[config.mk]
export PLATFORM = sky130hd
export DESIGN_NAME = module_if
export DESIGN_NICKNAME = d
export VERILOG_FILES = /design/src/rtl/module_if_pkg.sv /design/src/rtl/if_skid_buffer.sv /design/src/rtl/module_if.sv
export SDC_FILE = /design/constraint.sdc
export NUM_CORES = 1
export LEC_CHECK = 0
export BUFFER_PORTS_ARGS = -buffer_cell sky130_fd_sc_hd__buf_2
export CORE_MARGIN = 5
export CORE_UTILIZATION = 55
export CTS_CLUSTER_DIAMETER = 40
export DETAILED_ROUTE_END_ITERATION = 10
export HOLD_SLACK_MARGIN = 0.15
export PLACE_DENSITY = 0.8
export SYNTH_ARGS = -nofsm -noshare
export SYNTH_HDL_FRONTEND = slang
export SYNTH_SLANG_ARGS = --single-unit
[constraint.sdc]
create_clock -name clock -period 2.9 [get_ports clock]
set_input_delay 0.29 -clock clock [delete_from_list [all_inputs] [get_ports clock]]
set_output_delay 0.29 -clock clock [all_outputs]
set_load 0.05 [all_outputs]
[src/rtl/module_if_pkg.sv]
// Shared constants for the LEGv8 instruction-fetch stage.
// Covers bus widths, the NOP encoding, the default PC increment and the fetch-address alignment helper.
package module_if_pkg;

    localparam int unsigned INST_ADDR_W = 64;
    localparam int unsigned INST_W      = 32;

    localparam logic [INST_W-1:0]      NOP_INST        = 32'hD503201F;
    localparam logic [INST_ADDR_W-1:0] PC_STEP_DEFAULT = 64'd4;
    localparam logic [INST_ADDR_W-1:0] PC_ALIGN_MASK   = 64'h3;

    // Instruction fetches are word aligned, so the low two address bits are forced to zero.
    function automatic logic [INST_ADDR_W-1:0] align_pc(input logic [INST_ADDR_W-1:0] addr);
        return addr & ~PC_ALIGN_MASK;
    endfunction

endpackage

[src/rtl/if_skid_buffer.sv]
// One-entry {pc, inst} holding register for the fetch stage.
// Catches an instruction returning from memory while the IF/ID register is stalled.
module if_skid_buffer
    import module_if_pkg::*;
(
    input  logic                   clock,
    input  logic                   reset,
    input  logic                   clear,
    input  logic                   push,
    input  logic                   pop,
    input  logic [INST_ADDR_W-1:0] push_pc,
    input  logic [INST_W-1:0]      push_inst,
    output logic                   valid,
    output logic [INST_ADDR_W-1:0] pc,
    output logic [INST_W-1:0]      inst
);

    logic                   valid_r;
    logic [INST_ADDR_W-1:0] pc_r;
    logic [INST_W-1:0]      inst_r;

    // Entry storage; a push on the same cycle as a pop refills the entry.
    always_ff @(posedge clock) begin
        if (reset || clear) begin
            valid_r <= 1'b0;
            pc_r    <= {INST_ADDR_W{1'b0}};
            inst_r  <= NOP_INST;
        end else if (push) begin
            valid_r <= 1'b1;
            pc_r    <= push_pc;
            inst_r  <= push_inst;
        end else if (pop) begin
            valid_r <= 1'b0;
        end else begin
            valid_r <= valid_r;
        end
    end

    assign valid = valid_r;
    assign pc    = pc_r;
    assign inst  = inst_r;

endmodule

[src/rtl/module_if.sv]
// Instruction-fetch stage: owns the PC, requests a 1-cycle synchronous instruction memory
// and drives the IF/ID register, using a 1-entry skid buffer to absorb hazard stalls.
module module_if
    import module_if_pkg::*;
#(
    parameter logic [INST_ADDR_W-1:0] PC_RESET = 64'h0,
    parameter logic [INST_ADDR_W-1:0] PC_STEP  = PC_STEP_DEFAULT
) (
    input  logic                   clock,
    input  logic                   reset,
    input  logic                   stall_i,
    input  logic                   branch_taken_i,
    input  logic [INST_ADDR_W-1:0] branch_target_i,
    output logic                   imem_req_o,
    output logic [INST_ADDR_W-1:0] imem_addr_o,
    input  logic [INST_W-1:0]      imem_inst_i,
    output logic [INST_ADDR_W-1:0] id_pc_o,
    output logic [INST_W-1:0]      id_inst_o,
    output logic                   id_valid_o
);

    logic [INST_ADDR_W-1:0] pc_r;
    logic                   inflight_r;
    logic [INST_ADDR_W-1:0] inflight_pc_r;
    logic [INST_ADDR_W-1:0] id_pc_r;
    logic [INST_W-1:0]      id_inst_r;
    logic                   id_valid_r;

    logic                   skid_valid_s;
    logic [INST_ADDR_W-1:0] skid_pc_s;
    logic [INST_W-1:0]      skid_inst_s;
    logic                   skid_push_s;
    logic                   skid_pop_s;
    logic                   skid_clear_s;
    logic                   skid_valid_next_s;

    logic                   id_load_s;
    logic                   id_next_valid_s;
    logic [INST_ADDR_W-1:0] id_next_pc_s;
    logic [INST_W-1:0]      id_next_inst_s;
    logic                   issue_s;

    if_skid_buffer u_skid (
        .clock     (clock),
        .reset     (reset),
        .clear     (skid_clear_s),
        .push      (skid_push_s),
        .pop       (skid_pop_s),
        .push_pc   (inflight_pc_r),
        .push_inst (imem_inst_i),
        .valid     (skid_valid_s),
        .pc        (skid_pc_s),
        .inst      (skid_inst_s)
    );

    // Per-cycle steering of the returning instruction: redirect beats stall beats normal flow.
    always_comb begin
        skid_push_s       = 1'b0;
        skid_pop_s        = 1'b0;
        skid_clear_s      = 1'b0;
        skid_valid_next_s = 1'b0;
        id_load_s         = 1'b0;
        id_next_valid_s   = 1'b0;
        id_next_pc_s      = id_pc_r;
        id_next_inst_s    = NOP_INST;
        if (reset) begin
            skid_clear_s = 1'b1;
        end else if (branch_taken_i) begin
            // Squash everything younger; IF/ID keeps its PC but becomes a bubble.
            skid_clear_s = 1'b1;
            id_load_s    = 1'b1;
        end else if (stall_i) begin
            skid_push_s       = inflight_r;
            skid_valid_next_s = skid_valid_s | inflight_r;
        end else begin
            id_load_s         = 1'b1;
            skid_pop_s        = skid_valid_s;
            skid_push_s       = skid_valid_s & inflight_r;
            skid_valid_next_s = skid_valid_s & inflight_r;
            if (skid_valid_s) begin
                id_next_valid_s = 1'b1;
                id_next_pc_s    = skid_pc_s;
                id_next_inst_s  = skid_inst_s;
            end else if (inflight_r) begin
                id_next_valid_s = 1'b1;
                id_next_pc_s    = inflight_pc_r;
                id_next_inst_s  = imem_inst_i;
            end else begin
                id_next_valid_s = 1'b0;
            end
        end
        issue_s = !reset && !branch_taken_i && !skid_valid_next_s;
    end

    // PC, in-flight tracking and the IF/ID pipeline register.
    always_ff @(posedge clock) begin
        if (reset) begin
            pc_r          <= PC_RESET;
            inflight_r    <= 1'b0;
            inflight_pc_r <= {INST_ADDR_W{1'b0}};
            id_pc_r       <= {INST_ADDR_W{1'b0}};
            id_inst_r     <= NOP_INST;
            id_valid_r    <= 1'b0;
        end else begin
            if (branch_taken_i) begin
                pc_r <= align_pc(branch_target_i);
            end else if (issue_s) begin
                pc_r <= pc_r + PC_STEP;
            end
            inflight_r <= issue_s;
            if (issue_s) begin
                inflight_pc_r <= pc_r;
            end
            if (id_load_s) begin
                id_pc_r    <= id_next_pc_s;
                id_inst_r  <= id_next_inst_s;
                id_valid_r <= id_next_valid_s;
            end
        end
    end

    assign imem_req_o  = issue_s;
    assign imem_addr_o = pc_r;
    assign id_pc_o     = id_pc_r;
    assign id_inst_o   = id_inst_r;
    assign id_valid_o  = id_valid_r;

endmodule

; ---- After elaboration in Yosys (flattened, before gate mapping)
; Cells that the tools add are included.
[classes]
muxes = 28
n_bitwise = 4
n_reduce_logical = 11
addsub = 1
[ops]
columns = cell, count
row1 = $mux W64, 4
row2 = $mux W32, 4
row3 = $add A64 B3 Y64 const B, 1
row4 = $mux W1, 20
row5 = $reduce_bool A2 Y1, 3
row6 = $reduce_and A4 Y1, 1
row7 = $logic_not A1 Y1, 3
row8 = $logic_and A1 B1 Y1, 2
row9 = $not A1 Y1, 2
row10 = $reduce_or A2 Y1, 1
row11 = $and A1 B1 Y1, 1
row12 = $logic_or A1 B1 Y1, 1
row13 = $or A1 B1 Y1, 1
[totals]
output_inout_bits = 162
regBits = 323
elab_cells = 54

; ---- Depth between registers and ports, before layout
; Gate-level depths: netlist of run 1.
[depth]
depth_word = 8
depth_mapped = 9
ltp_nobuf = 6

; ---- Hierarchy
; A second synthesis of run 1 with hierarchy kept.
[hier_totals]
hier_cells = 1523
area_unflattened_um2 = 13541.7
[by_module_without_submodules]
columns = mod, cells_per_inst, area_each_um2, instances
row1 = module_if, 1209, 10114.7, 1
row2 = if_skid_buffer, 314, 3427.0, 1

; ---- Worst setup path after synthesis of run 1
; Ideal clock, no wire load.
[synth_path]
kind = register to register
startpoint = register pc_r[12], in the netlist imem_addr_o[12]
endpoint = register pc_r[41], in the netlist imem_addr_o[41]
synth_period_minus_slack_ps = 2428
path_stages_with_launch = 7
setup_slack_ps = 472
t_required_ps = 2826
setup_ps = 74
t_arrival_ps = 2353
n_path_buf = 1
cell_sequence = dfxtp_1 nand3_1 nor4_4 buf_4 nand3_2 or4_1 a31oi_1
[synth_between]
elab_chain_cells = 3
[synth_rtl]
columns = element, line_no
row1 = "start, declared", module_if.sv:22  ; logic [INST_ADDR_W-1:0] pc_r;
row2 = "start signal, assigned", module_if.sv:106  ; pc_r <= align_pc(branch_target_i);
row3 = "start signal, assigned", module_if.sv:108  ; pc_r <= pc_r + PC_STEP;
row4 = $add A64 B3 Y64, module_if.sv:108
row5 = $mux W64, module_if.sv:107  ; end else if (issue_s) begin
row6 = $mux W64, module_if.sv:105  ; if (branch_taken_i) begin
; Every way passes these cells. The select of a mux whose other input is x is not followed.
; A chain may end at the register's enable or synchronous reset.

; ---- Worst setup path after layout of run 1
[layout_path]
startpoint = register inflight_r
endpoint = output imem_req_o
[layout_between]
elab_chain_cells = 6
word_cells_on_any_way = 7
classes_between = mux: 3 / bitwise: 2 / reduce/logical: 2
[layout_rtl]
columns = element, line_no
row1 = "start, declared", module_if.sv:23  ; logic inflight_r;
row2 = "start signal, assigned", module_if.sv:110  ; inflight_r <= issue_s;
row3 = $and A1 B1 Y1 / $or A1 B1 Y1 (equally long branches), "module_if.sv:79, module_if.sv:74"
row4 = $mux W1 *, module_if.sv:72  ; end else if (stall_i) begin
row5 = $mux W1 *, module_if.sv:68  ; end else if (branch_taken_i) begin
row6 = $mux W1 *, module_if.sv:66  ; if (reset) begin
row7 = $logic_not A1 Y1 *, module_if.sv:92  ; issue_s = !reset && !branch_taken_i && !skid_valid_next_s;
row8 = $logic_and A1 B1 Y1 *, module_if.sv:92
row9 = "end, declared", module_if.sv:14  ; output logic imem_req_o,
; Mark *: on every way between the ends. The rest lies on a longest branch, timed or not.

==> results of run 1 <==
-- cell usage in the layout (no fill, tap or decap), types with 7 or more instances in the layout --
master,synthesis,final
mux2i_1,91,91
buf_12,0,8
mux2_2,8,8
clkbuf_16,0,41
buf_2,12,254
and3_1,29,29
buf_4,5,29
nand4_1,29,29
clkbuf_1,101,7
a31oi_1,26,26
a211oi_1,66,66
dlygate4sd3_1,0,91
nand3_1,89,89
dfxtp_1,315,314
nor3_1,8,7
nand2_1,391,391
or4_1,11,11
o211ai_1,16,16
o21ai_0,33,32
nor4_1,14,14
nor2_1,131,131
and2_1,7,7
a21oi_1,135,135
or3_1,13,13
o221ai_1,7,7
o311ai_0,7,7
a22oi_1,8,8
-- cells by family after synthesis --
| kind of cell | count (synthesis) |
|---|---|
| xor+xnor | 8 |
| mux | 99 |
| fa+ha+maj | 2 |
| flops | 315 |
| compound gates | 325 |
| other cells | 1 |
| simple gates | 754 |
| buf+inv | 138 |
-- state kept, by name (all words and copies together) (netlist names) --
register and cells:
inflight_r 1, id_inst_o 32, id_pc_o 62, inflight_pc_r 62
u_skid.valid 1, u_skid.pc 62, imem_addr_o 62, u_skid.inst 32
id_valid_o 1
-- worst paths after layout --
check	end	slack, ns
worst min register to register	id_valid_o	0.44
worst max-delay path	imem_req_o	0.24
worst max register to register	imem_addr_o[50]	0.38
worst min-delay path	imem_addr_o[12]	0.17
-- area by class of cell --
cell class,instances,area [sq um],share of cell area [%]
clock buffers,54,1130,6.57
clock inverters,16,196,1.14
flip-flops and latches,315,6310,36.6
diodes,2,5.00,0.0290
inverters,9,33.8,0.196
multi-input cells,1192,6620,38.3
well taps,324,405,2.35
repair buffers,382,2560,14.8
-- worst min-delay path, stage by stage --
cell     delay, ns
buf_2         0.07
nand2_1       0.06
o21ai_0       0.11
o21a_1        0.12
-- metal layers --
layer / share of wire [%] / routed length (microns) / vias to the layer above / global-route usage [%]
li1: - / - / 6375 / -
met3: 8.6 / 3690 / 170 / 5.81
met4: 4.8 / 2040 / 2 / 14.9
met1: 39 / 16700 / 6462 / 37.0
met2: 48 / 20500 / 735 / 48.7
met5: 0.035 / 15 / - / 0
-- report_power, final --
part / internal, mW / switching, mW / total [mW]
Clock: 3.04 / 1.92 / 4.96
Sequential: 4.47 / 0.160 / 4.63
Combinational: 0.379 / 0.841 / 1.22
Total: 7.89 / 2.92 / 10.8
-- stage by stage --
step                      std cells  hold WS, ns  util, %  power (mW)  area (sq um)
after floorplan                1645        0.414        -        5.45         13400
after global placement         2131        0.427     62.1        5.79         15000
after detailed placement       2131        0.434     62.1        5.81         15000
after CTS                      2292        0.155     71.4        10.8         17300
after global routing           2294        0.180     71.4        11.1         17300
final                          2294        0.171     71.4        10.8         17300
==> results.yml, run 1 <==
synthesis:
  synth_top_area_share_pct: 47.0
  syn_avg_cell_area_sq_um: 8.18
  synth-async-reset-ratio_pct: 0
  ys_seq_elements: 315
  yosysWarnings: 0
  yosysMostFrequentCell: "nand2_1"
  synth_compound_area_share_pct: 15.2
  syn-instance-count: 1642
  netlist_area_sq_mm: 0.0134
  synthTopCellsByArea: "dfxtp_1 47%, nand2_1 11%, mux2i_1 6.8%"
  synthMuxAreaShare_pct: 7.45
  seq_area_frac_synth_pct: 47.0
  synth-adder-area-share_pct: 0.177
  synth_cell_type_count: 63
  synth-edff-count: 0
  synth_top_cell_by_area: "dfxtp_1"
  synthXorXnorAreaFrac_pct: 0.522
  synth-simple-area-share_pct: 25.6
  synth_flop_cell: "dfxtp_1"
  synthTopCellsByCount: "391 x nand2_1, 315 x dfxtp_1, 135 x a21oi_1, 131 x nor2_1, 101 x clkbuf_1"
  synth_top_family_by_area: "simple AND/OR/NAND/NOR gates"
power_and_ir_drop:
  ir_drop_uv: 475
  powerDensity_mw_per_mm2: 627
  leakage_nw: 6.79
die:
  start_util_pct: 55.5
  coreArea_sq_mm: 0.0242
  die_x_microns: 166
  die_area_sq_mm: 0.0276
  die_h_microns: 166
  ios: 262
  fp-row-count: 57
sta:
  rsz0062_at_grt: "no"
  finalClockSkew_ns: 0.0102
  timing.final.crit_share_pct: 91.7
  drv_slew: 0
  setup_slack_ns: 0.240
  fin_tns_setup_ns: 0
  fin_crit_ns: 2.66
  finalSetupViolCount: 0
  finalHoldViolCount: 0
  worstMarginPinSlew_ns: 0.813
  fmax_mhz: 376
  slew_headroom_pct: 45.6
clock_network:
  cts_resized: 0
  clock_path_buffers: 3
  clkTransAtPathRegs_ns: 0.06
  post_cts_buffers: 0
  htreeDepth: 2
  insertion_delay_ns: 0.52
  clkSinkCount: 315
  hold_buffers: 91
  cts_tree: "yes"
  cts-root-buf: "clkbuf_16"
  cts_made_buffers: 41
finish:
  layout.nets: 2042
  area_growth_pct: 28.5
  drive_gt1_share_pct: 19.9
  fillers: 1769
worst_hold_path:
  min_from: "branch_target_i[12]"
  hold-path-cell-count: 4
  min-delay-path-class: "primary input to flop"
setup_path:
  critical_path_class: "flop to output pin"
  cp.buffers_inverters: 3
  crit_arrival_ns: 2.37
  end_kind: "output pin"
  slowest_stage: "dfxtp_1"
  critical_path_peak_fanout: 15
  r2r-start: "imem_addr_o[15]"
  cp.depth: 5
  required_ns: 2.61
  worstRegToRegCells: 5
  slowest_delay_ns: 0.41
  startpoint: "inflight_r"
  startpoint_type: "flop"
  crit_path_cell_trace: "maj3_2 > nand2b_4 > inv_2 > buf_4 > buf_2"
  crit_family: "buffers and inverters"
global_route:
  grt_pass1_vias: 13400
  grt_pass1_wl_microns: 68600
  overflow: 0
  gr-usage-all-layers_pct: 29.5
  grt_max_degree: 111
  antenna_found_initial: 3
place:
  pre_cts_slack_ns: 0.508
  hpwl_microns: 26300
  routabilityCongestion: 0.838
  port_buffers: 255
drt:
  firstDrtPassIters: 8
  avgViaCountPerCell: 5.99
  drtAntennaViolNets: 0
  wirelength_microns: 42900
  drt_iter0_markers: 1426
  wl_per_cell_microns: 18.7
  drc: 0
  num_vias: 13700
run_status:
  run_status: "complete, no violations"
run:
  maxCapViolCount: 0
Note: power is estimated with default switching activity, not from simulation.
==> run 2: changes to the inputs <==
GPL_TIMING_DRIVEN = 0   (was default)
==> run 2 against run 1 <==
Maximum frequency is 6.1% lower. Total power up 4.0%. Non-clock buffer count is 91 higher. Clock-buffer cell count shrank 1. First-iteration DRC count up 1.5%. Largest cell class unchanged.
==> results.yml, run 2 (synthesis gave the netlist of run 1 again) <==
clock_network:
  insertion_delay_ns: 0.54
  cts-root-buf: "clkbuf_16"
  post_cts_buffers: 0
  clkSinkCount: 315
  cts_made_buffers: 42
  htreeDepth: 2
  cts_tree: "yes"
  clock_path_buffers: 3
  clkTransAtPathRegs_ns: 0.05
finish:
  finish.instance_area_sq_mm: 0.0175
  finish.utilization_pct: 72.4
  final_common_cell: "nand2_1"
  seqCellArea_sq_mm: 0.00631
  multiInputGateArea_sq_mm: 0.00658
  final_cell_mix: "391 x nand2_1, 315 x dfxtp_1, 265 x buf_2"
  area_growth_pct: 30.3
  layout.nets: 2134
  fillers: 1789
  drive_gt1_share_pct: 18.3
power_and_ir_drop:
  p_sw_share_pct: 27.4
  total_power_mw: 11.3
  p_int_mw: 8.17
  powerDensity_mw_per_mm2: 643
  p_switching_mw: 3.08
  seqPwrFrac_pct: 41.2
  power_frac_comb_pct: 11.4
  leakage_nw: 6.86
  ir_drop_uv: 492
  clockPowerShare_pct: 47.4
setup_path:
  crit_path_end: "imem_req_o"
  ff2ff_setup_slack_ns: 0.16
  crit_arrival_ns: 2.54
  r2r-start: "imem_addr_o[29]"
  critical_path_class: "flop to output pin"
  worstRegToRegCells: 5
  reg2reg_to: "imem_addr_o[50]"
  startpoint_type: "flop"
  end_kind: "output pin"
  required_ns: 2.61
  startpoint: "inflight_r"
  critical_path_peak_fanout: 19
die:
  ios: 262
  die_x_microns: 166
  die_h_microns: 166
  coreArea_sq_mm: 0.0242
  start_util_pct: 55.5
  die_area_sq_mm: 0.0276
  fp-row-count: 57
global_route:
  busiest_layer: "met2"
  antenna_found_initial: 5
  grt_pass1_vias: 13600
  grt_pass1_wl_microns: 73300
  overflow: 0
  grt_max_degree: 20
  use_met2_pct: 50.9
  met3_usage_pct: 7.81
  gr-usage-all-layers_pct: 32.3
  grt_use_met1_pct: 41.5
sta:
  timing.final.crit_share_pct: 97.7
  fmax_mhz: 353
  worstMarginPinSlew_ns: 1.07
  slew_headroom_pct: 28.6
  finalClockSkew_ns: 0.0184
  rsz0062_at_grt: "no"
  finalHoldViolCount: 0
  finalSetupViolCount: 0
  fin_crit_ns: 2.83
  fin_tns_setup_ns: 0
  drv_slew: 0
drt:
  wirelength_microns: 47200
  firstDrtPassIters: 6
  avgViaCountPerCell: 5.92
  num_vias: 14200
  drc: 0
  drtAntennaViolNets: 0
  drt_iter0_markers: 1448
  wl_per_cell_microns: 19.7
run_status:
  run_status: "complete, no violations"
place:
  hpwl_microns: 32700
  routabilityCongestion: 0.960
  place_area_sq_mm: 0.0151
  port_buffers: 255
worst_hold_path:
  min-delay-path-class: "primary input to flop"
run:
  maxCapViolCount: 0
run 2: cell count changes in the layout (fill, tap and decap cells not counted), moves of 3 or more:
cell | previous run | this run
buf_1 | 0 | 10
buf_12 | 8 | 0
buf_2 | 254 | 265
buf_4 | 29 | 6
clkbuf_1 | 7 | 102
clkbuf_2 | 0 | 3
clkinv_2 | 2 | 6
diode_2 | 2 | 5
run 2: what timing repair did:
item | 4_1_cts | 5_1_grt
endpoints found under the setup margin | 1 | 71
gates resized for setup | 2 | 8
hold buffers | 90 | 0
gates cloned | 0 | 0
endpoints found under the hold margin | 116 | 0
run 2: final cells by class:
cell class,instances,area share (%)
sequential,315,36.0
antenna,5,0.0715
clock inverter,24,1.69
buffer,128,3.00
multi-input combinational,1192,37.6
tap,324,2.32
inverter,9,0.193
clock buffer,53,6.64
timing repair buffer,345,12.5
run 2: worst max-delay path, stage by stage (launching register included):
cell	delay, ns
dfxtp_1	0.29
clkbuf_1	0.17
maj3_2	0.41
nand2b_1	0.16
buf_2	0.22
inv_2	0.22
buf_6	0.26
buf_4	0.25
run 2: how the worst min path moves through the flow:
| stage | from | cells after the start | to |
|---|---|---|---|
| 2_1_floorplan | imem_inst_i[0] | 2 | u_skid.inst[0] |
| 3_3_place_gp | id_valid_o | 2 | id_valid_o |
| 3_5_place_dp | id_inst_o[10] | 2 | id_inst_o[10] |
| 4_1_cts | branch_taken_i | 3 | u_skid.inst[0] |
| 5_1_grt | branch_target_i[42] | 4 | imem_addr_o[42] |
| 6_report | branch_taken_i | 3 | u_skid.inst[1] |
run 2: routing by layer:
| metal | part of all wire (%) | routed length, microns | vias up |
|---|---|---|---|
| met2 | 45 | 21400 | 802 |
| met4 | 5.0 | 2380 | 0 |
| met3 | 10 | 4820 | 159 |
| met1 | 39 | 18600 | 6659 |
| met5 | 0 | 0 | - |
| li1 | - | - | 6570 |
run 2: stage by stage:
stage                     hold slack [ns]  cells  worst slack [ns]
after floorplan                     0.414   1645             0.472
after global placement              0.428   2224            0.0120
after detailed placement            0.437   2224           0.00823
after CTS                           0.152   2390            0.0488
after global routing                0.178   2395            0.0173
final                               0.166   2395            0.0676
run 2: power groups by stage:
| stage | registers, mW | logic (mW) | clock network [mW] |
|---|---|---|---|
| after floorplan | 5.01 | 0.441 | 0 |
| after global placement | 4.71 | 1.13 | 0 |
| after detailed placement | 4.72 | 1.15 | 0 |
| after CTS | 4.63 | 1.25 | 5.35 |
| after global routing | 4.65 | 1.35 | 5.54 |
| final | 4.64 | 1.28 | 5.34 |
